==> config.mk <==
export PLATFORM = sky130hd
export DESIGN_NAME = pcie_hcmd_sq_req_gen
export DESIGN_NICKNAME = d
export VERILOG_FILES = /design/src/rtl/pcie_hcmd_sq_req_gen.sv
export SDC_FILE = /design/constraint.sdc
export NUM_CORES = 1
export LEC_CHECK = 0
export ABC_CLOCK_PERIOD_IN_PS = 5800
export CAP_MARGIN = 40
export CORE_AREA = 2 2 107 161
export DETAILED_ROUTE_END_ITERATION = 6
export DIE_AREA = 0 0 109 163
export PLACE_DENSITY = 0.77
export SYNTH_ARGS = -nofsm -noshare
export SYNTH_HDL_FRONTEND = slang
export SYNTH_SLANG_ARGS = --single-unit
==> constraint.sdc <==
create_clock -name wr_clk -period 5.8 [get_ports wr_clk]
set_clock_uncertainty 0.15 [all_clocks]
set_input_delay 1.16 -clock wr_clk [delete_from_list [all_inputs] [get_ports wr_clk]]
set_output_delay 1.16 -clock wr_clk [all_outputs]
set_load 0.05 [all_outputs]
==> src/rtl/pcie_hcmd_sq_req_gen.sv <==
// pcie_hcmd_sq_req_gen: round-robin SQ scanner that allocates slot tags and pushes fetch requests into pcie_hcmd_sq_fifo
// Optional feature macro: PCIE_HCMD_SQ_ADMIN_PRIO_EN gives SQ 0 (admin) strict priority over I/O queues.
// Ports:
//   wr_clk, wr_rst_n     clock, asynchronous active-low reset
//   ctrl_en              controller enable, 0 blocks new issues
//   sq_valid/size/tail   per-SQ enable, last valid index and doorbell tail (packed, qid0 at LSBs)
//   sq_rst               per-SQ pulse clearing that head to 0
//   sq_head              per-SQ current head (packed)
//   slot_release         one command slot freed downstream
//   wr_en/wr_data/full_n FIFO push side, entry {slot_tag, qid[3:0], head[7:0]}
//   slot_credit          free slot count
//   err_slot_ovf         sticky, release arrived with all slots already free
module pcie_hcmd_sq_req_gen #(
  parameter int P_SLOT_TAG_WIDTH  = 10,
  parameter int P_SLOT_NUM        = 128,
  parameter int P_SQ_NUM          = 8,
  parameter int P_FIFO_DATA_WIDTH = P_SLOT_TAG_WIDTH + 12
) (
  input  logic                         wr_clk,
  input  logic                         wr_rst_n,
  input  logic                         ctrl_en,
  input  logic [P_SQ_NUM-1:0]          sq_valid,
  input  logic [8*P_SQ_NUM-1:0]        sq_size,
  input  logic [8*P_SQ_NUM-1:0]        sq_tail,
  input  logic [P_SQ_NUM-1:0]          sq_rst,
  output logic [8*P_SQ_NUM-1:0]        sq_head,
  input  logic                         slot_release,
  output logic                         wr_en,
  output logic [P_FIFO_DATA_WIDTH-1:0] wr_data,
  input  logic                         full_n,
  output logic [P_SLOT_TAG_WIDTH:0]    slot_credit,
  output logic                         err_slot_ovf
);
  localparam logic [P_SLOT_TAG_WIDTH:0]   L_CREDIT_MAX = (P_SLOT_TAG_WIDTH+1)'(P_SLOT_NUM);
  localparam logic [P_SLOT_TAG_WIDTH-1:0] L_TAG_LAST   = P_SLOT_TAG_WIDTH'(P_SLOT_NUM-1);
  typedef enum logic [3:0] {
    S_IDLE  = 4'b0001,
    S_ARB   = 4'b0010,
    S_ISSUE = 4'b0100,
    S_GAP   = 4'b1000
  } state_t;
  state_t                      r_state, w_state_nxt;
  logic [8*P_SQ_NUM-1:0]       r_head;
  logic [P_SLOT_TAG_WIDTH-1:0] r_tag;
  logic [P_SLOT_TAG_WIDTH:0]   r_credit;
  logic                        r_err;
  logic [3:0]                  r_last, r_qid, w_grant;
  logic [7:0]                  r_hptr, w_hptr_nxt;
  logic [P_SQ_NUM-1:0]         w_pend;
  logic                        w_found, w_issue;
`ifdef PCIE_HCMD_SQ_ADMIN_PRIO_EN
  logic                        r_admin, w_admin;
`endif

  // A queue being reset this cycle is treated as not pending, so an S_ARB
  // that sees the pulse falls back to S_IDLE instead of fetching a stale head.
  always_comb begin
    w_pend = '0;
    for (int q = 0; q < P_SQ_NUM; q++)
      w_pend[q] = sq_valid[q] & (r_head[8*q +: 8] != sq_tail[8*q +: 8]) & ~sq_rst[q];
  end

  // Scan from last_grant+1 around to last_grant; iterating downwards lets the
  // nearest pending queue overwrite farther ones.
  always_comb begin
    w_found = 1'b0;
    w_grant = '0;
    for (int i = P_SQ_NUM; i >= 1; i--) begin
      if (w_pend[(int'(r_last) + i) % P_SQ_NUM]) begin
        w_found = 1'b1;
        w_grant = 4'((int'(r_last) + i) % P_SQ_NUM);
      end
    end
`ifdef PCIE_HCMD_SQ_ADMIN_PRIO_EN
    w_admin = w_pend[0];
    if (w_pend[0]) begin
      w_found = 1'b1;
      w_grant = '0;
    end
`endif
  end

  always_ff @(posedge wr_clk or negedge wr_rst_n) begin
    if (!wr_rst_n)
      r_state <= S_IDLE;
    else
      r_state <= w_state_nxt;
  end

  always_comb begin
    w_state_nxt = r_state;
    case (r_state)
      S_IDLE:  w_state_nxt = (ctrl_en && full_n && r_credit != '0 && |w_pend) ? S_ARB : S_IDLE;
      S_ARB:   w_state_nxt = w_found ? S_ISSUE : S_IDLE;
      S_ISSUE: w_state_nxt = S_GAP;
      default: w_state_nxt = S_IDLE;
    endcase
  end

  assign w_issue     = r_state == S_ISSUE;
  assign w_hptr_nxt  = (r_hptr == sq_size[8*r_qid +: 8]) ? 8'd0 : r_hptr + 8'd1;
  assign wr_en       = w_issue;
  assign wr_data     = w_issue ? P_FIFO_DATA_WIDTH'({r_tag, r_qid, r_hptr}) : '0;
  assign sq_head     = r_head;
  assign slot_credit = r_credit;
  assign err_slot_ovf = r_err;

  always_ff @(posedge wr_clk or negedge wr_rst_n) begin
    if (!wr_rst_n) begin
      r_head   <= '0;
      r_tag    <= '0;
      r_credit <= L_CREDIT_MAX;
      r_err    <= 1'b0;
      r_last   <= 4'(P_SQ_NUM-1);
      r_qid    <= '0;
      r_hptr   <= '0;
`ifdef PCIE_HCMD_SQ_ADMIN_PRIO_EN
      r_admin  <= 1'b0;
`endif
    end else begin
      if (r_state == S_ARB) begin
        r_qid  <= w_grant;
        r_hptr <= r_head[8*w_grant +: 8];
`ifdef PCIE_HCMD_SQ_ADMIN_PRIO_EN
        r_admin <= w_admin;
`endif
      end
      if (w_issue) begin
        r_tag <= (r_tag == L_TAG_LAST) ? '0 : r_tag + 1'b1;
`ifdef PCIE_HCMD_SQ_ADMIN_PRIO_EN
        if (!r_admin)
          r_last <= r_qid;
`else
        r_last <= r_qid;
`endif
      end
      for (int q = 0; q < P_SQ_NUM; q++) begin
        if (sq_rst[q])
          r_head[8*q +: 8] <= '0;
        else if (w_issue && r_qid == 4'(q))
          r_head[8*q +: 8] <= w_hptr_nxt;
      end
      if (w_issue && !slot_release)
        r_credit <= r_credit - 1'b1;
      else if (slot_release && !w_issue) begin
        if (r_credit == L_CREDIT_MAX)
          r_err <= 1'b1;
        else
          r_credit <= r_credit + 1'b1;
      end
    end
  end
endmodule

Yosys cells after proc, flatten, opt, wreduce, memory -nomap -nowiden
Index checks and enable logic that the tools add are counted.
W data, S select, Z words.
{ "classes": {"n_addsub": 12, "mul": 0, "div": 0, "order_cmp": 8, "eq_ne": 22, "shift": 2, "n_mux": 65, "bitwise": 33, "reduce_logical": 37} }
{ "ops": {"columns": ["cell", "count"], "rows": [
  ["$mux W8", 17],
  ["$shiftx A64 B8 Y8", 2],
  ["$ne A8 B8 Y1", 8],
  ["$lt A4 B5 Y1 const B", 8],
  ["$mux W11", 3],
  ["$mux W4", 8],
  ["$bmux W1 S3", 8],
  ["$mux W1", 24],
  ["$reduce_or A3 Y1", 8],
  ["$mux W22", 1],
  ["$eq A4 B3 Y1 const B", 5],
  ["$reduce_bool A2 Y1", 9],
  ["$and A1 B1 Y1", 16],
  ["$logic_and A1 B1 Y1", 13],
  ["$add A3 B3 Y3 const B", 4],
  ["$eq A4 B2 Y1 const B", 3],
  ["$pmux W4 S3", 1],
  ["$add A11 B1 Y11 const B", 1],
  ["$eq A11 B8 Y1 const B", 1],
  ["$reduce_bool A11 Y1", 1],
  ["$sub A11 B1 Y11 const B", 1],
  ["$add A10 B1 Y10 const B", 1],
  ["$eq A10 B7 Y1 const B", 1],
  ["$mux W10", 1],
  ["other kinds (15)", 34]
]} }
{ "word_totals": {"regBits": 105, "latch_bits": 0, "ramBits": 0, "romBits": 0, "inputBits": 149, "output_inout_bits": 99, "word_cells": 194, "memories": 0} }

Logic depth before layout (Yosys ltp)
{ "depth": {"depth_word": 16, "ltp_mapped": 19, "ltp_nobuf": 17} }

Worst setup path after synthesis
Ideal clock, no wire load.
{ "synth_timing": {"kind": "reg2reg", "from": "register r_state[3]", "to": "register r_credit[10] (netlist: slot_credit[10])", "setup_ps": 144, "arrival_ps": 4380, "required_ps": 5506, "setup_slack_ps": 1126, "path_stages_with_launch": 20, "n_path_buf": 2, "synth_period_minus_slack_ps": 4674, "cell_sequence": "dfrtp_1 -> or4b_2 -> clkbuf_1 -> clkinv_1 -> clkbuf_1 -> ha_1 -> inv_1 -> fa_1 -> nor2b_1 -> o21ai_0 -> a21boi_0 -> o21ai_0 -> a21boi_0 -> o21ai_0 -> nand2b_1 -> a21o_1 -> a21oi_1 -> xnor2_1 -> nor2_1 -> xor2_1"} }
{ "synth_via": {"elab_chain_cells": 5, "elab_cells_between_ends": 8, "cone_classes": "2 x eq/ne; 1 x mux; 5 x reduce/logical"} }
{ "synth_rtl": {"columns": ["item", "line_no", "source"], "rows": [
  ["from (decl)", "42", "state_t r_state, w_state_nxt;"],
  ["from (signal assigned)", "87", "r_state <= w_state_nxt;"],
  ["$eq A4 B3 Y1 *", "100", "assign w_issue = r_state == S_ISSUE;"],
  ["net wr_en", "28", "output logic wr_en,"],
  ["$logic_not A1 Y1", "145", "else if (slot_release && !w_issue) begin"],
  ["$logic_and A1 B1 Y1", "145", null],
  ["$reduce_bool A2 Y1 (no source line)", null, null],
  ["$reduce_and A2 Y1 (no source line)", null, null],
  ["to (signal assigned)", "144", "r_credit <= r_credit - 1'b1;"],
  ["to (signal assigned)", "149", "r_credit <= r_credit + 1'b1;"],
  ["to (decl)", "45", "logic [P_SLOT_TAG_WIDTH:0] r_credit;"]
]} }
Mark *: on every way through the listed nets, which the timed path passes. The rest lies on a longest branch.
A chain may end at the register's enable or synchronous reset.

Worst setup path after layout
{ "layout_timing": {"from": "input port sq_tail[11]", "to": "register r_hptr[2]"} }
{ "layout_via": {"elab_chain_cells": 15, "elab_cells_between_ends": 36, "cone_classes": "1 x eq/ne; 1 x shift; 32 x mux; 2 x bitwise"} }
{ "layout_rtl": {"columns": ["item", "line_no", "source"], "rows": [
  ["from (decl)", "24", "input logic [8*P_SQ_NUM-1:0] sq_tail,"],
  ["$ne A8 B8 Y1 *", "60", "w_pend[q] = sq_valid[q] & (r_head[8*q +: 8] != sq_tail[8*q +: 8]) & ~sq_rst[q];"],
  ["$and A1 B1 Y1 * (2 in series)", "60", null],
  ["$bmux W1 S3", "69", "if (w_pend[(int'(r_last) + i) % P_SQ_NUM]) begin"],
  ["$mux W1 (not written as such) (2 in series)", "69", null],
  ["$mux W4 (7 in series)", "69", null],
  ["$mux W4 *", "69", null],
  ["$shiftx A64 B8 Y8 *", "123", "r_hptr <= r_head[8*w_grant +: 8];"],
  ["to (signal assigned)", "123", null],
  ["to (decl)", "48", "logic [7:0] r_hptr, w_hptr_nxt;"]
]} }
Every way passes the cells marked *; elsewhere a longest branch is shown, timed or not. The select of a mux whose other input is x is not followed.

==> results.toml <==
[logic_synthesis]
synth_area_um2 = 7580
synth-simple-area-share_pct = 14.0
seq_area_frac_synth_pct = 34.4
synth_cell_type_count = 72
postSynthRegisterBits = 104
post_synth_adder_cell_area_pct = 2.74
syn-num-nets = 907
synth-warning-count = 0
synth_edf_count = 0
synth_xor_area_share_pct = 11.4
postSynthAreaPerCell_um2 = 10.2
largest_family_of_logic_cells_by_synthesized_area = "multiplexers"
yosys_most_used_dff = "dfrtp_1"
postSynthCellCount = 742
ys_async_sr_fraction_pct = 100
synth-compound-area-share_pct = 11.8
synthMuxAreaShare_pct = 21.9

[worst_setup_path]
worst-r2r-cell-count = 17
crit_path_frequent_cell = "mux2i_1"
worst-path-stages = 14
timing.critical_path.arrival_ns = 4.90
reg2reg_from = "r_state[3]$_DFF_PN0_"
end_kind = "flop"
rr_endpoint = "slot_credit[10]$_DFFE_PN0P_"
setup.worst_path.end = "r_hptr[2]$_DFFE_PN0P_"
path_max_fanout = 31
cp_slowest_cell = "mux4_2"
kind_of_cell_with_the_highest_combined_delay_on_the_critical_path = "multiplexers"
critPathRequiredTime_ns = 5.84
timing.critical_path.cells = "clkdlybuf4s50_1 > xor2_1 > nor4_1 > a21oi_1 > mux2_4 > mux4_2 > or3_1 > nand3b_1 > a41o_1 > buf_12 > mux2i_1 > mux2i_1 > mux2i_1 > o21ai_1"
regToRegSetupSlack_ns = 1.01
worstSetupStartpointType = "input port"
crit_path_max_incr_delay_ns = 0.49
timing.setup.critical_path_class = "in2reg"
timing.critical_path.buf_inv = 2
worst_setup_startpoint = "sq_tail[11]"

[timing]
number_of_slew_limit_violations_in_the_final_report = 0
setup_tns_ns = 0
timing.max_slew.rel_slack_pct = 37.0
finalCritPeriodShare_pct = 83.8
setup_violations = 0
setup_repair_after_global_routing_missed_its_margin = "no"
max_freq_mhz = 206
hold_violations = 0
timing.final.crit_period_ns = 4.86
worst-slew-pin-transition_ns = 0.937

[place]
finalWeightedCongestion = 1.04
io_buffers = 246
numPlacedInstances = 1174
hpwl_mm = 19.2

[cells_and_area]
layout.filler_cells = 1325
post_route_cells_drive_above_1_share_pct = 7.76
fin_nets = 1140
most_common_library_cell_in_the_layout_ignoring_fill_and_taps = "clkdlybuf4s50_1"
finalCoreUtilization_pct = 63.9
area_overhead_of_the_layout_relative_to_synthesis_pct = 38.8
n_antenna_cell = 0
multiInputGateArea_um2 = 4690
final_cells = 1190
sequential_cell_area_um2 = 2610
mostFrequentLayoutCells = "clkdlybuf4s50_1 (245), mux2i_1 (108), dfrtp_1 (99)"

[clocking]
cts_tree = "built"
ctsRootBufferMaster = "clkbuf_16"
clock_tree.htree_level_count = 3
cts_setup_buffers = 0
clkSinkCount = 104
cts.path.max_buffers = 2
cts-buffers-inserted = 9
worstSkewPairLatency_ns = 0.36
post_cts_resize_count = 0
postCtsHoldBufs = 0
clkTransAtPathRegs_ns = 0.08

[detailed_routing]
dr.pass1.iters = 5
detail_route.wl_per_cell_um = 20.8
drtIter0Drc = 447
route.final.wire_length_mm = 24.7
vias = 6931
route.detailed.drc = 0
detail-route-antenna-nets = 0
via_per_inst = 5.82

[grt]
grt_use_total_pct = 27.8
globalRoute.totalOverflow = 0
grt_pass1_wl_mm = 37.7
maximum_number_of_pins_on_one_net_before_global_route_repair = 56
number_of_global_route_vias_before_repair = 6784
antenna_violations_before_repair = 0

[die]
std_cell_rows = 58
die_area_um2 = 17800
placeableCoreArea_um2 = 16500
die_height_um = 163
initial_util_pct = 46.0
ioPinCount = 248
chipWidth_um = 109

[power_and_ir_drop]
cellLeakagePower_nw = 4.62
p_per_area_nw_per_um2 = 371
irDropWorstVdd_mv = 0.352
totalPowerFinal_w = 0.00390

[hold_path]
worst_hold_path_type = "reg2reg"

[status]
outcome = "finished clean"

[job]
timing.max_cap.violations = 0
[report_power, final]
part / switching, W / internal, W / total (W)
clock network: 0.000297 / 0.000312 / 0.000608
registers: 0.000221 / 0.000825 / 0.00105
logic: 0.00125 / 0.00100 / 0.00225
total: 0.00177 / 0.00214 / 0.00390
[cells by family (layout without fill, tap and decap cells)]
group                    Yosys count  count (layout)
AO/OA/AOI/OAI                    124             124
XOR/XNOR                          99              99
adder cells (fa/ha/maj)           16              16
buffers and inverters             57             295
flip-flops                       104             104
multiplexers                     135             135
other                              1               1
AND/OR/NAND/NOR                  206             206
[worst reg2reg max path, delay by kind of cell (launching register included)]
kind,cells,cell delay (ns)
simple gates,4,1.16
xor+xnor,2,0.29
fa+ha+maj,2,0.93
compound gates,7,1.15
buf+inv,2,0.60
flops,1,0.40
[cell usage after synthesis (18+ instances only)]
cell type,n,share of area [%]
mux2i_1,108,14
dfrtp_1,99,33
nor2_1,64,3.2
xor2_1,60,6.9
nand2_1,43,2.1
xnor2_1,39,4.5
a22o_1,31,3.6
o21ai_0,24,1.6
clkbuf_1,21,1.0
mux4_2,21,6.2
and2_1,18,1.5
nand3_1,18,1.2
[metal layers]
metal  track usage, %  up-vias  routed length, µm  share of wire, %
met2             47.3      356              12500                51
li1                 -     3163                  -                 -
met1             34.9     3335               9440                38
met4             12.8        0               1110               4.5
met3             3.36       77               1620               6.6
met5                0        -                  0                 0
[sequential cells by signal, summed over array words and instances (netlist names)]
signal / count
r_state: 4
sq_head: 64
slot_credit: 11
r_qid: 3
r_last: 3
r_hptr: 8
err_slot_ovf: 1
r_tag: 10
[worst min path at each step]
stage / slack (ns) / depth (start not counted) / startpoint / end
finish: 0.33 / 1 / r_tag[9]$_DFFE_PN0P_ / r_tag[9]$_DFFE_PN0P_
global route: 0.38 / 1 / r_tag[9]$_DFFE_PN0P_ / r_tag[9]$_DFFE_PN0P_
CTS: 0.34 / 1 / r_tag[9]$_DFFE_PN0P_ / r_tag[9]$_DFFE_PN0P_
detailed placement: 0.33 / 1 / r_tag[9]$_DFFE_PN0P_ / r_tag[9]$_DFFE_PN0P_
global placement: 0.33 / 1 / r_tag[9]$_DFFE_PN0P_ / r_tag[9]$_DFFE_PN0P_
floorplan: 0.30 / 1 / r_tag[9]$_DFFE_PN0P_ / r_tag[9]$_DFFE_PN0P_
[cell type report]
class | instances | area share [%]
Multi-Input combinational cell | 581 | 44.6
Sequential cell | 104 | 24.8
Timing Repair Buffer | 258 | 24.5
Tap cell | 210 | 2.50
Clock buffer | 10 | 2.27
Inverter | 21 | 0.749
Clock inverter | 6 | 0.547
[metrics by stage]
| stage | cell area, µm² | hold slack, ns | worst slack, ns |
|---|---|---|---|
| after floorplan | 7580 | 0.298 | 1.13 |
| after global placement | 10200 | 0.326 | 0.694 |
| after detailed placement | 10200 | 0.327 | 0.686 |
| after CTS | 10500 | 0.338 | 0.979 |
| after global routing | 10500 | 0.376 | 0.556 |
| final | 10500 | 0.333 | 0.939 |
(Power assumes the default switching activity.)
